### src/rtl/slot_reel_controller.sv
// Slot machine reel controller: runs three reels from start/stop buttons,
// divides the shared spinTick per reel, and judges the stopped combination.
//
// Handshake/timing contract: every button is a level input that acts once,
// on the clock edge where it is high and was low on the previous edge; a
// held button never re-triggers. spinTick is a single-cycle enable, sampled
// on the same edge. All outputs are registered; resultValid stays high from
// the judging edge until the next accepted start or reset.
//
// debugState encoding: 0 IDLE, 1 SPIN, 2 JUDGE, 3 RESULT.
module slot_reel_controller #(
    parameter int SYMBOLS    = 6,
    parameter int LEFT_DIV   = 1,
    parameter int MIDDLE_DIV = 2,
    parameter int RIGHT_DIV  = 3
) (
    input  logic       clock,
    input  logic       reset,
    input  logic       spinTick,
    input  logic       startButton,
    input  logic       stopLeft,
    input  logic       stopMiddle,
    input  logic       stopRight,
    output logic [2:0] left,
    output logic [2:0] middle,
    output logic [2:0] right,
    output logic [2:0] spinning,
    output logic [1:0] result,
    output logic       resultValid,
    output logic [1:0] debugState
);

    typedef enum logic [1:0] {
        ST_IDLE   = 2'd0,
        ST_SPIN   = 2'd1,
        ST_JUDGE  = 2'd2,
        ST_RESULT = 2'd3
    } state_t;

    state_t     state_q, state_d;

    // Reel arrays are indexed to line up with the spinning bits:
    // [2] left, [1] middle, [0] right.
    logic [2:0] reel_q [3];
    logic [2:0] reel_d [3];
    logic [3:0] cnt_q  [3];
    logic [3:0] cnt_d  [3];
    logic [2:0] spin_q, spin_d;
    logic [1:0] result_q, result_d;
    logic       valid_q, valid_d;

    logic       start_hist_q;
    logic [2:0] stop_hist_q;
    logic [2:0] stop_lvl;
    logic       start_ev;
    logic [2:0] stop_ev;

    assign stop_lvl = {stopLeft, stopMiddle, stopRight};
    assign start_ev = startButton & ~start_hist_q;
    assign stop_ev  = stop_lvl & ~stop_hist_q;

    // Last divider count before a reel advances.
    function automatic logic [3:0] div_last(input int idx);
        case (idx)
            2:       return 4'(LEFT_DIV - 1);
            1:       return 4'(MIDDLE_DIV - 1);
            default: return 4'(RIGHT_DIV - 1);
        endcase
    endfunction

    // Next symbol code, wrapping so the reserved blank code is never reached.
    function automatic logic [2:0] next_sym(input logic [2:0] s);
        return (s == 3'(SYMBOLS - 1)) ? 3'd0 : s + 3'd1;
    endfunction

    // State register.
    always_ff @(posedge clock) begin
        if (reset) begin
            state_q <= ST_IDLE;
        end else begin
            state_q <= state_d;
        end
    end

    // Next-state logic; SPIN leaves on the edge where the last reel stops.
    always_comb begin
        state_d = state_q;
        case (state_q)
            ST_IDLE:   if (start_ev) state_d = ST_SPIN;
            ST_SPIN:   if (spin_d == 3'b000) state_d = ST_JUDGE;
            ST_JUDGE:  state_d = ST_RESULT;
            ST_RESULT: if (start_ev) state_d = ST_SPIN;
            default:   state_d = ST_IDLE;
        endcase
    end

    // Output/datapath next values: reel stepping, stops, judging.
    always_comb begin
        reel_d   = reel_q;
        cnt_d    = cnt_q;
        spin_d   = spin_q;
        result_d = result_q;
        valid_d  = valid_q;
        case (state_q)
            ST_IDLE, ST_RESULT: begin
                if (start_ev) begin
                    spin_d   = 3'b111;
                    result_d = 2'b00;
                    valid_d  = 1'b0;
                    for (int i = 0; i < 3; i++) cnt_d[i] = 4'd0;
                end
            end
            ST_SPIN: begin
                for (int i = 0; i < 3; i++) begin
                    if (spin_q[i]) begin
                        // A stop on the same edge as a tick freezes the reel.
                        if (stop_ev[i]) begin
                            spin_d[i] = 1'b0;
                        end else if (spinTick) begin
                            if (cnt_q[i] == div_last(i)) begin
                                reel_d[i] = next_sym(reel_q[i]);
                                cnt_d[i]  = 4'd0;
                            end else begin
                                cnt_d[i] = cnt_q[i] + 4'd1;
                            end
                        end
                    end
                end
            end
            ST_JUDGE: begin
                valid_d = 1'b1;
                if (reel_q[2] == reel_q[1] && reel_q[1] == reel_q[0]) begin
                    result_d = 2'b11;
                end else if (reel_q[2] == reel_q[1] || reel_q[1] == reel_q[0] ||
                             reel_q[2] == reel_q[0]) begin
                    result_d = 2'b10;
                end else begin
                    result_d = 2'b01;
                end
            end
            default: ;
        endcase
    end

    // Datapath and button-history registers.
    always_ff @(posedge clock) begin
        if (reset) begin
            for (int i = 0; i < 3; i++) begin
                reel_q[i] <= 3'd0;
                cnt_q[i]  <= 4'd0;
            end
            spin_q       <= 3'b000;
            result_q     <= 2'b00;
            valid_q      <= 1'b0;
            start_hist_q <= 1'b0;
            stop_hist_q  <= 3'b000;
        end else begin
            reel_q       <= reel_d;
            cnt_q        <= cnt_d;
            spin_q       <= spin_d;
            result_q     <= result_d;
            valid_q      <= valid_d;
            start_hist_q <= startButton;
            stop_hist_q  <= stop_lvl;
        end
    end

    assign left        = reel_q[2];
    assign middle      = reel_q[1];
    assign right       = reel_q[0];
    assign spinning    = spin_q;
    assign result      = result_q;
    assign resultValid = valid_q;
    assign debugState  = state_q;

endmodule

### config.mk
export PLATFORM = sky130hd
export DESIGN_NAME = slot_reel_controller
export DESIGN_NICKNAME = d
export VERILOG_FILES = /design/src/rtl/slot_reel_controller.sv
export SDC_FILE = /design/constraint.sdc
export NUM_CORES = 1
export LEC_CHECK = 0
export BUFFER_PORTS_ARGS = -buffer_cell sky130_fd_sc_hd__buf_2
export CORE_UTILIZATION = 55
export DETAILED_ROUTE_END_ITERATION = 10
export PLACE_DENSITY = 0.77
export SLEW_MARGIN = 20
export SYNTH_ARGS = -nofsm -noshare
export SYNTH_HDL_FRONTEND = slang
export SYNTH_SLANG_ARGS = --single-unit
### constraint.sdc
create_clock -name clock -period 2.5 [get_ports clock]
set_clock_uncertainty 0.2 [all_clocks]
set_input_delay 0.25 -clock clock [delete_from_list [all_inputs] [get_ports clock]]
set_output_delay 0.25 -clock clock [all_outputs]
set_load 0.005 [all_outputs]
# Word-level counts from Yosys, hierarchy flattened
# Index checks and enable logic that the tools add are counted.
# word_totals
ff_bits,33
input_bits,7
output_inout_bits,17
wordCells,108
# classes
n_addsub,6
eq_ne,21
n_mux,46
n_bitwise,7
reduce_logical,16
# ops
op,n
$mux W4,24
$reduce_and A5 Y1,6
$pmux W12 S2,1
$ne A2 B2 Y1 const B,8
$add A4 B1 Y4 const B,3
$eq A4 B4 Y1,3
$mux W12,1
$mux W3,4
$mux W2,5
$add A3 B1 Y3 const B,3
$eq A3 B3 Y1,3
$eq A3 B3 Y1 const B,3
$mux W1,7
$pmux W2 S3,1
$pmux W3 S2,1
$eq A2 B2 Y1 const B,2
$not A1 Y1,4
$pmux W2 S2,1
$reduce_and A2 Y1,2
$reduce_bool A2 Y1,2
$and A3 B3 Y3,1
$logic_not A3 Y1,1
$not A3 Y3,1
$eq A2 B1 Y1 const B,1
other kinds (7),8

# Logic depth before layout (Yosys ltp)
# Gate-level depths: netlist of run 1.
# logic_depth
word_depth,11
mapped_depth,7
ltp_nobuf,7

# Worst setup path before layout of run 1
# Ideal clock, no wire load.
# synth_timing
path_type,register to register
startpoint,"register state_q[0], in the netlist debugState[0]"
endpoint,register cnt_q[7] (netlist name)
setup_ns,0.070
arrival_ns,2.035
required_time_ns,2.230
slack_ns,0.195
stages_incl_launch_ff,8
path_buffers,1
period_less_slack_ns,2.305
path_cell_list,dfxtp_1 inv_1 ha_1 clkbuf_1 a22o_1 a21o_1 or4_1 a21oi_1
# synth_via
elab_chain_cells,4
word_cells_on_any_way,11
classes_between,6 x eq/ne; 1 x mux; 4 x reduce/logical
# synth_lines
element,line_no,text
start: declaration,40,"state_t state_q, state_d;"
start signal: assignment,81,state_q <= state_d;
$eq A2 B2 Y1 or $logic_not A2 Y1 (tied branches),104,case (state_q)
$reduce_or A2 Y1 (no line),--,
$ne A2 B1 Y1 (no line) or $reduce_bool A2 Y1 (tied branches),--,
$reduce_and A5 Y1 (no line),--,
end signal: assignment,159,cnt_q <= cnt_d;
end: declaration,46,logic [3:0] cnt_q [3];
# Several ways; a longest one is shown, not always the timed one.
# A chain may end at the register's enable or synchronous reset.

# Worst setup path after layout of run 1
# Ends and elaborated chain as after synthesis.

==> results of run 1 <==
## flip-flops by register name, summed over array words and instances, names as in the netlist
name and flops:
cnt_q 12, debugState 2, left 3, middle 3
result 2, resultValid 1, right 3, spinning 3
start_hist_q 1, stop_hist_q 3
## cells in the final DEF (no fill, tap or decap), types with 2 or more instances in the layout
| cell type | netlist | routed |
|---|---|---|
| nor2b_1 | 6 | 6 |
| or4_1 | 3 | 3 |
| nand3b_1 | 3 | 3 |
| dfxtp_1 | 33 | 33 |
| nor2_1 | 21 | 21 |
| xor2_1 | 10 | 10 |
| nand3_1 | 4 | 4 |
| mux2i_1 | 5 | 5 |
| clkinv_2 | 0 | 2 |
| dlygate4sd3_1 | 0 | 4 |
| a21o_1 | 3 | 3 |
| o32ai_1 | 2 | 2 |
| buf_2 | 0 | 23 |
| a21oi_1 | 17 | 17 |
| clkbuf_4 | 0 | 5 |
| ha_2 | 0 | 2 |
| ha_1 | 9 | 7 |
| nand4_1 | 2 | 2 |
| nand2b_1 | 7 | 7 |
| nor3b_1 | 2 | 2 |
| o21ai_0 | 8 | 8 |
| and3_1 | 2 | 2 |
| buf_4 | 0 | 3 |
| xnor2_1 | 2 | 2 |
| inv_1 | 11 | 11 |
| or3_1 | 4 | 4 |
| nor3_1 | 7 | 7 |
| nor4_1 | 3 | 3 |
| nand2_1 | 19 | 19 |
## routing by layer
metal  track usage  vias to the layer above  share of wire
li1              -                      771              -
met1         0.293                      701           0.47
met2         0.432                       35           0.48
met3        0.0469                        7          0.036
met4         0.116                        0          0.016
met5             0                        -              0
## power groups by stage
stage	sequential [W]	clock, W	combinational, W
after floorplan	0.000624	0	0.000401
after global placement	0.000624	0	0.000546
after detailed placement	0.000630	0	0.000571
after CTS	0.000617	0.000292	0.000580
after global routing	0.000625	0.000316	0.000675
final	0.000618	0.000285	0.000604
## final timing paths
path | to | slack [ns]
hold / removal | left[2] | 0.10
hold reg to reg | result[1] | 0.26
setup / recovery | cnt_q[7] | 0.19
setup reg to reg | cnt_q[7] | 0.19
## kinds of logic after synthesis
group / count (synthesis) / synth area share
AND/OR/NAND/NOR: 89 / 0.274
AO/OA/AOI/OAI: 38 / 0.136
flip-flops: 33 / 0.387
buffers and inverters: 18 / 0.0396
XOR/XNOR: 12 / 0.0616
adder cells (fa/ha/maj): 9 / 0.0660
multiplexers: 6 / 0.0360
## cell type report
cell class	instances	area share
timing repair buffer	30	0.0908
tap	31	0.0198
inverter	11	0.0211
multi-input combinational	154	0.504
clock buffer	6	0.0211
sequential	33	0.338
clock inverter	2	0.00512
## worst max-delay path, stage by stage, from the launching register on
cell and delay (ns):
dfxtp_1 0.39, inv_1 0.08, ha_2 0.36, nand2b_1 0.06, a22o_1 0.26, a21o_1 0.25
or4_1 0.51, a21oi_1 0.14
## per-stage QoR
stage / util / hold slack (ns) / area (µm²) / power (W)
3_5_place_dp: 0.650 / 0.251 / 1860 / 0.00120
4_1_cts: 0.682 / 0.0980 / 1950 / 0.00149
5_1_grt: 0.686 / 0.138 / 1960 / 0.00162
6_report: 0.686 / 0.101 / 1960 / 0.00151
2_1_floorplan: - / 0.178 / 1710 / 0.00102
3_3_place_gp: 0.650 / 0.242 / 1860 / 0.00117
## what timing repair did
item | CTS | global route
endpoints found under the hold margin | 4 | 0
hold buffers | 4 | 0
gates resized for setup | 0 | 3
endpoints found under the setup margin | 0 | 2
==> report_table.html, run 1 <==
<table>
<tr><th>Metric</th><th>Value</th></tr>
<tr><th colspan="2">CTS</th></tr>
<tr><td>CTS clk-pin slew, worst paths</td><td>around 0.10 ns</td></tr>
<tr><td>Inserted Clock Buffers</td><td>5</td></tr>
<tr><td>Buffer type at the clock tree root</td><td>clkbuf_4</td></tr>
<tr><td>CTS tree</td><td>yes</td></tr>
<tr><td>Post-CTS setup buffer count</td><td>0</td></tr>
<tr><td>Later-pin clock latency in the skew report</td><td>~0.33 ns</td></tr>
<tr><td>Clock tree sinks</td><td>33</td></tr>
<tr><td>Total number of H-tree levels</td><td>2</td></tr>
<tr><td>Longest Clk Path Bufs</td><td>2</td></tr>
<tr><th colspan="2">Floorplan</th></tr>
<tr><td>Starting Density</td><td>0.598</td></tr>
<tr><td>Number of placed I/O pins</td><td>24</td></tr>
<tr><td>Die extent in y</td><td>57.7 µm</td></tr>
<tr><td>Width of the die</td><td>~58 µm</td></tr>
<tr><td>Total Die Area</td><td>3330 µm²</td></tr>
<tr><td>Number of rows created at floorplan</td><td>19</td></tr>
<tr><td>Area of the core</td><td>2850 µm²</td></tr>
<tr><th colspan="2">Global route</th></tr>
<tr><td>Wire length of the first global-routing pass</td><td>6.33 mm</td></tr>
<tr><td>Via count of the first global-routing pass</td><td>1499</td></tr>
<tr><td>Aggregate global routing overflow</td><td>0</td></tr>
<tr><td>Initial antenna violation count</td><td>0</td></tr>
<tr><td>Total global-route track usage</td><td>0.247</td></tr>
<tr><td>Largest net degree at the start of global routing</td><td>37</td></tr>
<tr><th colspan="2">Synthesis</th></tr>
<tr><td>Leading post-synthesis cells by cell area</td><td>dfxtp_1 (39%), ha_1 (6.6%), xor2_1 (5.1%)</td></tr>
<tr><td>Fraction of registers with async set/reset</td><td>0</td></tr>
<tr><td>Count of flip-flops with a built-in enable after synthesis</td><td>0</td></tr>
<tr><td>Post-Syn Instances</td><td>205</td></tr>
<tr><td>Cell area after technology mapping</td><td>1710 µm²</td></tr>
<tr><td>Unique cell type count in the Yosys netlist</td><td>39</td></tr>
<tr><td>Most common cell in the netlist</td><td>dfxtp_1</td></tr>
<tr><td>Average instance area after synthesis</td><td>8.32 µm²</td></tr>
<tr><td>Sequential cell area fraction in the yosys report</td><td>0.387</td></tr>
<tr><td>Most used flip-flop cell after synthesis</td><td>dfxtp_1</td></tr>
<tr><td>Top post-synthesis cells by count</td><td>dfxtp_1 (33), nor2_1 (21), nand2_1 (19), a21oi_1 (17), inv_1 (11)</td></tr>
<tr><td>Post-Synthesis Net Count</td><td>221</td></tr>
<tr><td>Number of register bits inferred by synthesis</td><td>33</td></tr>
<tr><td>Fraction of synthesized cell area taken by the top area cell type</td><td>0.387</td></tr>
<tr><td>Synth warn</td><td>0</td></tr>
<tr><td>Area leader, netlist</td><td>dfxtp_1</td></tr>
<tr><th colspan="2">Route</th></tr>
<tr><td>DRC violation count after routing</td><td>3</td></tr>
<tr><td>Routed Wire Length</td><td>approximately 3.6 mm</td></tr>
<tr><td>Antenna Nets Post-Route</td><td>0</td></tr>
<tr><td>Via/cell ratio</td><td>5.67</td></tr>
<tr><td>Via count</td><td>approximately 1500</td></tr>
<tr><td>Pre-Repair DR Iteration Count</td><td>7</td></tr>
<tr><td>Avg WL per Cell</td><td>about 14 µm</td></tr>
<tr><td>Iteration-0 DRC count of the detailed router</td><td>between 50 and 60</td></tr>
<tr><th colspan="2">STA</th></tr>
<tr><td>Transition at the pin with the smallest max-transition slack</td><td>0.629 ns</td></tr>
<tr><td>Slew Viols, Final</td><td>0</td></tr>
<tr><td>Unrepaired setup endpoints after global routing</td><td>false</td></tr>
<tr><td>Max transition margin</td><td>0.581</td></tr>
<tr><td>FMAX</td><td>0.432 GHz</td></tr>
<tr><td>Fraction of the cycle the final worst path needs</td><td>0.926</td></tr>
<tr><td>Setup-failing EPs final</td><td>0</td></tr>
<tr><td>Final Hold Viols</td><td>0</td></tr>
<tr><td>Final min period</td><td>about 2.3 ns</td></tr>
<tr><td>Post-Route Setup TNS</td><td>0 ns</td></tr>
<tr><td>Final setup slack of the worst path</td><td>0.185 ns</td></tr>
<tr><th colspan="2">Power</th></tr>
<tr><td>Logic gate share of total power</td><td>0.401</td></tr>
<tr><td>Part of the total power dissipated in sequential elements</td><td>0.410</td></tr>
<tr><td>Largest voltage drop on the vdd net</td><td>697 µV</td></tr>
<tr><td>Power density normalized to cell area</td><td>770 nW/µm²</td></tr>
<tr><td>Share of total power in the clock network</td><td>0.189</td></tr>
<tr><td>Switching fraction of total power</td><td>0.379</td></tr>
<tr><td>Leakage power of the design</td><td>0.883 nW</td></tr>
<tr><td>Internal power contribution</td><td>0.000936 W</td></tr>
<tr><td>Switching power</td><td>0.000571 W</td></tr>
<tr><th colspan="2">Critical path</th></tr>
<tr><td>Sort of element at the end of the critical path</td><td>flop</td></tr>
<tr><td>Arrival time at the worst endpoint</td><td>2.39 ns</td></tr>
<tr><td>Worst reg2reg startpoint</td><td>debugState[0]</td></tr>
<tr><td>Type of the setup path with the least slack</td><td>reg -&gt; reg</td></tr>
<tr><td>Sort of element at the start of the critical path</td><td>flop</td></tr>
<tr><td>CP max FO</td><td>8</td></tr>
<tr><td>Critical path origin</td><td>debugState[0]</td></tr>
<tr><td>Reg2reg path depth</td><td>7</td></tr>
<tr><td>Req. time, crit path</td><td>2.58 ns</td></tr>
<tr><th colspan="2">Finish</th></tr>
<tr><td>Count of filler cells inserted in the layout</td><td>250</td></tr>
<tr><td>ANT cells</td><td>0</td></tr>
<tr><td>Number of non-filler instances in the completed layout</td><td>267</td></tr>
<tr><td>Fraction of layout instances using a drive strength above 1</td><td>0.174</td></tr>
<tr><td>Area Growth Syn to Fin</td><td>14.7%</td></tr>
<tr><td>Nets@finish</td><td>between 200 and 300</td></tr>
<tr><td>Area of combinational cells with multiple inputs</td><td>slightly below 1000 µm²</td></tr>
<tr><td>Combined flip-flop and latch cell area</td><td>roughly 660 µm²</td></tr>
<tr><th colspan="2">Worst hold path</th></tr>
<tr><td>Startpoint of the most critical hold path</td><td>spinTick</td></tr>
<tr><td>Hold/Removal Path Class</td><td>in -&gt; reg</td></tr>
<tr><td>Number of cells traversed by the worst hold path</td><td>4</td></tr>
<tr><th colspan="2">Place</th></tr>
<tr><td>Routability-driven placement congestion ratio</td><td>0.859</td></tr>
<tr><td>Half-perimeter wire length after placement</td><td>2.65 mm</td></tr>
<tr><td>Port Buffers</td><td>23</td></tr>
<tr><td>Worst slack, placed</td><td>0.173 ns</td></tr>
<tr><td>Total placed cells including tap cells</td><td>~260</td></tr>
<tr><th colspan="2">Run status</th></tr>
<tr><td>Violated checks</td><td>DRC</td></tr>
<tr><td>Outcome</td><td>complete, but fails checks</td></tr>
<tr><th colspan="2">Run</th></tr>
<tr><td>Max Cap Viol</td><td>0</td></tr>
</table>
Note: power is estimated with default switching activity, not from simulation.
==> run 2, diff against run 1 <==
--- a/config.mk
+++ b/config.mk
@@ -6,9 +6,9 @@
 export NUM_CORES = 1
 export LEC_CHECK = 0
 export BUFFER_PORTS_ARGS = -buffer_cell sky130_fd_sc_hd__buf_2
-export CORE_UTILIZATION = 55
+export CORE_UTILIZATION = 56
 export DETAILED_ROUTE_END_ITERATION = 10
-export PLACE_DENSITY = 0.77
+export PLACE_DENSITY = 0.78
 export SLEW_MARGIN = 20
 export SYNTH_ARGS = -nofsm -noshare
 export SYNTH_HDL_FRONTEND = slang
==> run 2 against run 1 <==
Effect of this change:
- the run still ends with DRC left
- critical path depth unchanged
- register-to-register slack got worse by 0.09 ns
- via count increased by 1.3%
- sequential cell count unchanged
- largest power group unchanged
==> report_table.html, run 2 (same netlist as run 1, synthesis figures left out) <==
<table>
<tr><th>Metric</th><th>Value</th></tr>
<tr><th colspan="2">CTS</th></tr>
<tr><td>Longest Clk Path Bufs</td><td>2 (unchanged)</td></tr>
<tr><td>Total number of H-tree levels</td><td>2 (unchanged)</td></tr>
<tr><td>CTS clk-pin slew, worst paths</td><td>0.10 ns (about the same)</td></tr>
<tr><td>CTS tree</td><td>yes</td></tr>
<tr><td>Post-CTS setup buffer count</td><td>0 (unchanged)</td></tr>
<tr><td>Later-pin clock latency in the skew report</td><td>0.33 ns (about the same)</td></tr>
<tr><td>Buffer type at the clock tree root</td><td>clkbuf_4</td></tr>
<tr><td>Clock tree sinks</td><td>33 (unchanged)</td></tr>
<tr><td>Inserted Clock Buffers</td><td>5 (unchanged)</td></tr>
<tr><th colspan="2">Run status</th></tr>
<tr><td>Violated checks</td><td>DRC</td></tr>
<tr><td>Outcome</td><td>complete, but fails checks</td></tr>
<tr><th colspan="2">Global route</th></tr>
<tr><td>Aggregate global routing overflow</td><td>0 (unchanged)</td></tr>
<tr><td>Via count of the first global-routing pass</td><td>1442 (-3.8%)</td></tr>
<tr><td>Initial antenna violation count</td><td>0 (unchanged)</td></tr>
<tr><td>Total global-route track usage</td><td>0.244 (-0.00302)</td></tr>
<tr><td>Wire length of the first global-routing pass</td><td>6.22 mm (-1.9%)</td></tr>
<tr><td>Largest net degree at the start of global routing</td><td>37 (unchanged)</td></tr>
<tr><th colspan="2">Finish</th></tr>
<tr><td>Count of filler cells inserted in the layout</td><td>245 (-2.0%)</td></tr>
<tr><td>Final cell utilization of the core</td><td>0.690 (+0.00444)</td></tr>
<tr><td>Largest reg by FF count</td><td>cnt_q</td></tr>
<tr><td>Fraction of layout instances using a drive strength above 1</td><td>0.162 (-0.0113)</td></tr>
<tr><td>Nets@finish</td><td>249 (-0.80%)</td></tr>
<tr><td>ANT cells</td><td>0 (unchanged)</td></tr>
<tr><td>Max FFs per register</td><td>12 (unchanged)</td></tr>
<tr><td>Commonest non-fill, non-tap cells in the layout</td><td>dfxtp_1 (33), buf_2 (23), nor2_1 (21), nand2_1 (19), a21oi_1 (17)</td></tr>
<tr><td>Area Growth Syn to Fin</td><td>14.5%</td></tr>
<tr><td>Number of non-filler instances in the completed layout</td><td>265 (-0.75%)</td></tr>
<tr><td>Most common cell after layout, fill and taps aside</td><td>dfxtp_1</td></tr>
<tr><th colspan="2">STA</th></tr>
<tr><td>Slew Viols, Final</td><td>0 (unchanged)</td></tr>
<tr><td>FMAX</td><td>0.417 GHz (-3.6%)</td></tr>
<tr><td>Fraction of the cycle the final worst path needs</td><td>0.960 (+0.0344)</td></tr>
<tr><td>Transition at the pin with the smallest max-transition slack</td><td>0.599 ns (-0.0294 ns)</td></tr>
<tr><td>Final min period</td><td>2.40 ns (+0.0860 ns)</td></tr>
<tr><td>Final Hold Viols</td><td>0 (unchanged)</td></tr>
<tr><td>Unrepaired setup endpoints after global routing</td><td>true</td></tr>
<tr><td>Setup-failing EPs final</td><td>0 (unchanged)</td></tr>
<tr><td>Worst hold slack</td><td>0.132 ns (+0.0316 ns)</td></tr>
<tr><td>Max transition margin</td><td>0.601 (+0.0196)</td></tr>
<tr><th colspan="2">Route</th></tr>
<tr><td>Avg WL per Cell</td><td>13.2 µm (-2.4%)</td></tr>
<tr><td>Iteration-0 DRC count of the detailed router</td><td>86 (+56%)</td></tr>
<tr><td>Via/cell ratio</td><td>5.78 (+2.0%)</td></tr>
<tr><td>Antenna Nets Post-Route</td><td>0 (unchanged)</td></tr>
<tr><td>Routed Wire Length</td><td>3.50 mm (-3.1%)</td></tr>
<tr><td>Pre-Repair DR Iteration Count</td><td>7 (unchanged)</td></tr>
<tr><td>Via count</td><td>1533 (+1.3%)</td></tr>
<tr><td>DRC violation count after routing</td><td>6 (+3)</td></tr>
<tr><th colspan="2">Power</th></tr>
<tr><td>Post-route total power</td><td>0.00151 W (+0.37%)</td></tr>
<tr><td>Leakage power of the design</td><td>0.884 nW (about the same)</td></tr>
<tr><td>Switching fraction of total power</td><td>0.362 (-0.0169)</td></tr>
<tr><td>Share of total power in the clock network</td><td>0.221 (+0.032)</td></tr>
<tr><td>Largest voltage drop on the vdd net</td><td>583 µV (-16%)</td></tr>
<tr><td>Power density normalized to cell area</td><td>774 nW/µm² (+0.57%)</td></tr>
<tr><td>Part of the total power dissipated in sequential elements</td><td>0.407 (-0.003)</td></tr>
<tr><td>Switching power</td><td>0.000548 W (-4.1%)</td></tr>
<tr><td>Logic gate share of total power</td><td>0.372 (-0.029)</td></tr>
<tr><td>Internal power contribution</td><td>0.000965 W (+3.1%)</td></tr>
<tr><th colspan="2">Critical path</th></tr>
<tr><td>Critical Path, Cell by Cell</td><td>inv_1, ha_2, nand2b_1, a22o_1, a21o_1, or4_1, a21oi_1</td></tr>
<tr><td>Arrival time at the worst endpoint</td><td>2.46 ns (+0.07 ns)</td></tr>
<tr><td>Req. time, crit path</td><td>2.56 ns (-0.02 ns)</td></tr>
<tr><td>Buffer and inverter count on the worst path</td><td>1 (unchanged)</td></tr>
<tr><td>Sort of element at the start of the critical path</td><td>flop</td></tr>
<tr><td>Cell family with most CP delay</td><td>compound AO/OA/AOI/OAI gates</td></tr>
<tr><td>CP max FO</td><td>11 (+3)</td></tr>
<tr><td>Cell at the slowest stage of the critical path</td><td>or4_1</td></tr>
<tr><td>Sort of element at the end of the critical path</td><td>flop</td></tr>
<tr><td>Type of the setup path with the least slack</td><td>reg -&gt; reg</td></tr>
<tr><td>Crit path largest cell delay</td><td>0.51 ns (about the same)</td></tr>
<tr><th colspan="2">Floorplan</th></tr>
<tr><td>Number of rows created at floorplan</td><td>19 (unchanged)</td></tr>
<tr><td>Width of the die</td><td>57.2 µm (-0.87%)</td></tr>
<tr><td>Number of placed I/O pins</td><td>24 (unchanged)</td></tr>
<tr><td>Starting Density</td><td>0.603 (+0.00502)</td></tr>
<tr><td>Die extent in y</td><td>57.2 µm (-0.87%)</td></tr>
<tr><td>Area of the core</td><td>2830 µm² (-0.83%)</td></tr>
<tr><td>Total Die Area</td><td>3270 µm² (-1.7%)</td></tr>
<tr><th colspan="2">Worst hold path</th></tr>
<tr><td>Hold/Removal Path Class</td><td>in -&gt; reg</td></tr>
<tr><th colspan="2">Place</th></tr>
<tr><td>Port Buffers</td><td>23 (unchanged)</td></tr>
<tr><td>Half-perimeter wire length after placement</td><td>2.59 mm (-2.2%)</td></tr>
<tr><td>Routability-driven placement congestion ratio</td><td>0.850 (-1.0%)</td></tr>
<tr><td>Total placed cells including tap cells</td><td>253 (-0.78%)</td></tr>
<tr><th colspan="2">Run</th></tr>
<tr><td>Max Cap Viol</td><td>0 (unchanged)</td></tr>
</table>
-- run 2: changes by cell type in the layout (fill, tap and decap cells not counted) --
cell	delta
buf_4	-2
clkbuf_8	+2
a22oi_1	+1
a22oi_2	-1
clkbuf_1	-1
clkinv_2	-1
ha_1	+1
ha_2	-1
-- run 2: per-stage QoR --
step | setup WS, ns | area (µm²) | TNS (ns)
final | 0.0992 | 1950 | 0
after global routing | -0.0403 | 1950 | -0.0894
after CTS | 0.0182 | 1950 | 0
after detailed placement | 0.0331 | 1840 | 0
after global placement | 0.164 | 1840 | 0
after floorplan | 0.195 | 1710 | 0
-- run 2: worst reg2reg max path, cell delays in order, from the launching register on --
cell,delay (ns)
dfxtp_1,0.39
inv_1,0.08
ha_2,0.42
nand2b_1,0.08
a22o_1,0.26
a21o_1,0.25
or4_1,0.51
a21oi_1,0.15
-- run 2: timing repair --
action                                 CTS  global route
hold buffers                             4             0
endpoints found under the hold margin    4             0
setup endpoints to repair                0             4
resized for setup                        0             1
-- run 2: final cells by class --
type,count,area [µm²],share of cell area
Multi-Input combinational cell,154,980,0.502
Sequential cell,33,661,0.338
Timing Repair Buffer,28,163,0.0833
Clock buffer,7,65.1,0.0333
Inverter,11,41.3,0.0211
Tap cell,31,38.8,0.0199
Clock inverter,1,5.00,0.00256
-- run 2: power groups by stage --
stage,Combinational (W),Clock (W),Sequential [W]
detailed placement,0.000546,0,0.000628
floorplan,0.000401,0,0.000624
global route,0.000643,0.000370,0.000623
global placement,0.000519,0,0.000625
finish,0.000562,0.000334,0.000616
CTS,0.000555,0.000348,0.000616
-- run 2: path summary, 6_finish.rpt --
path                                     from   endpoint  slack (ns)  cells after the start
worst max-delay path            debugState[0]   cnt_q[7]         0.1                      7
worst min-delay path                 spinTick    left[2]        0.13                      4
worst max register to register  debugState[0]   cnt_q[7]         0.1                      7
worst min register to register      result[1]  result[1]        0.26                      2
-- run 2: routing by layer --
layer	vias up	share of wire	track usage	routed length, µm
li1	777	-	-	-
met1	706	0.44	0.298	1540
met2	44	0.49	0.407	1720
met3	6	0.055	0.0680	193
met4	0	0.012	0.0976	42
met5	-	0	0	0
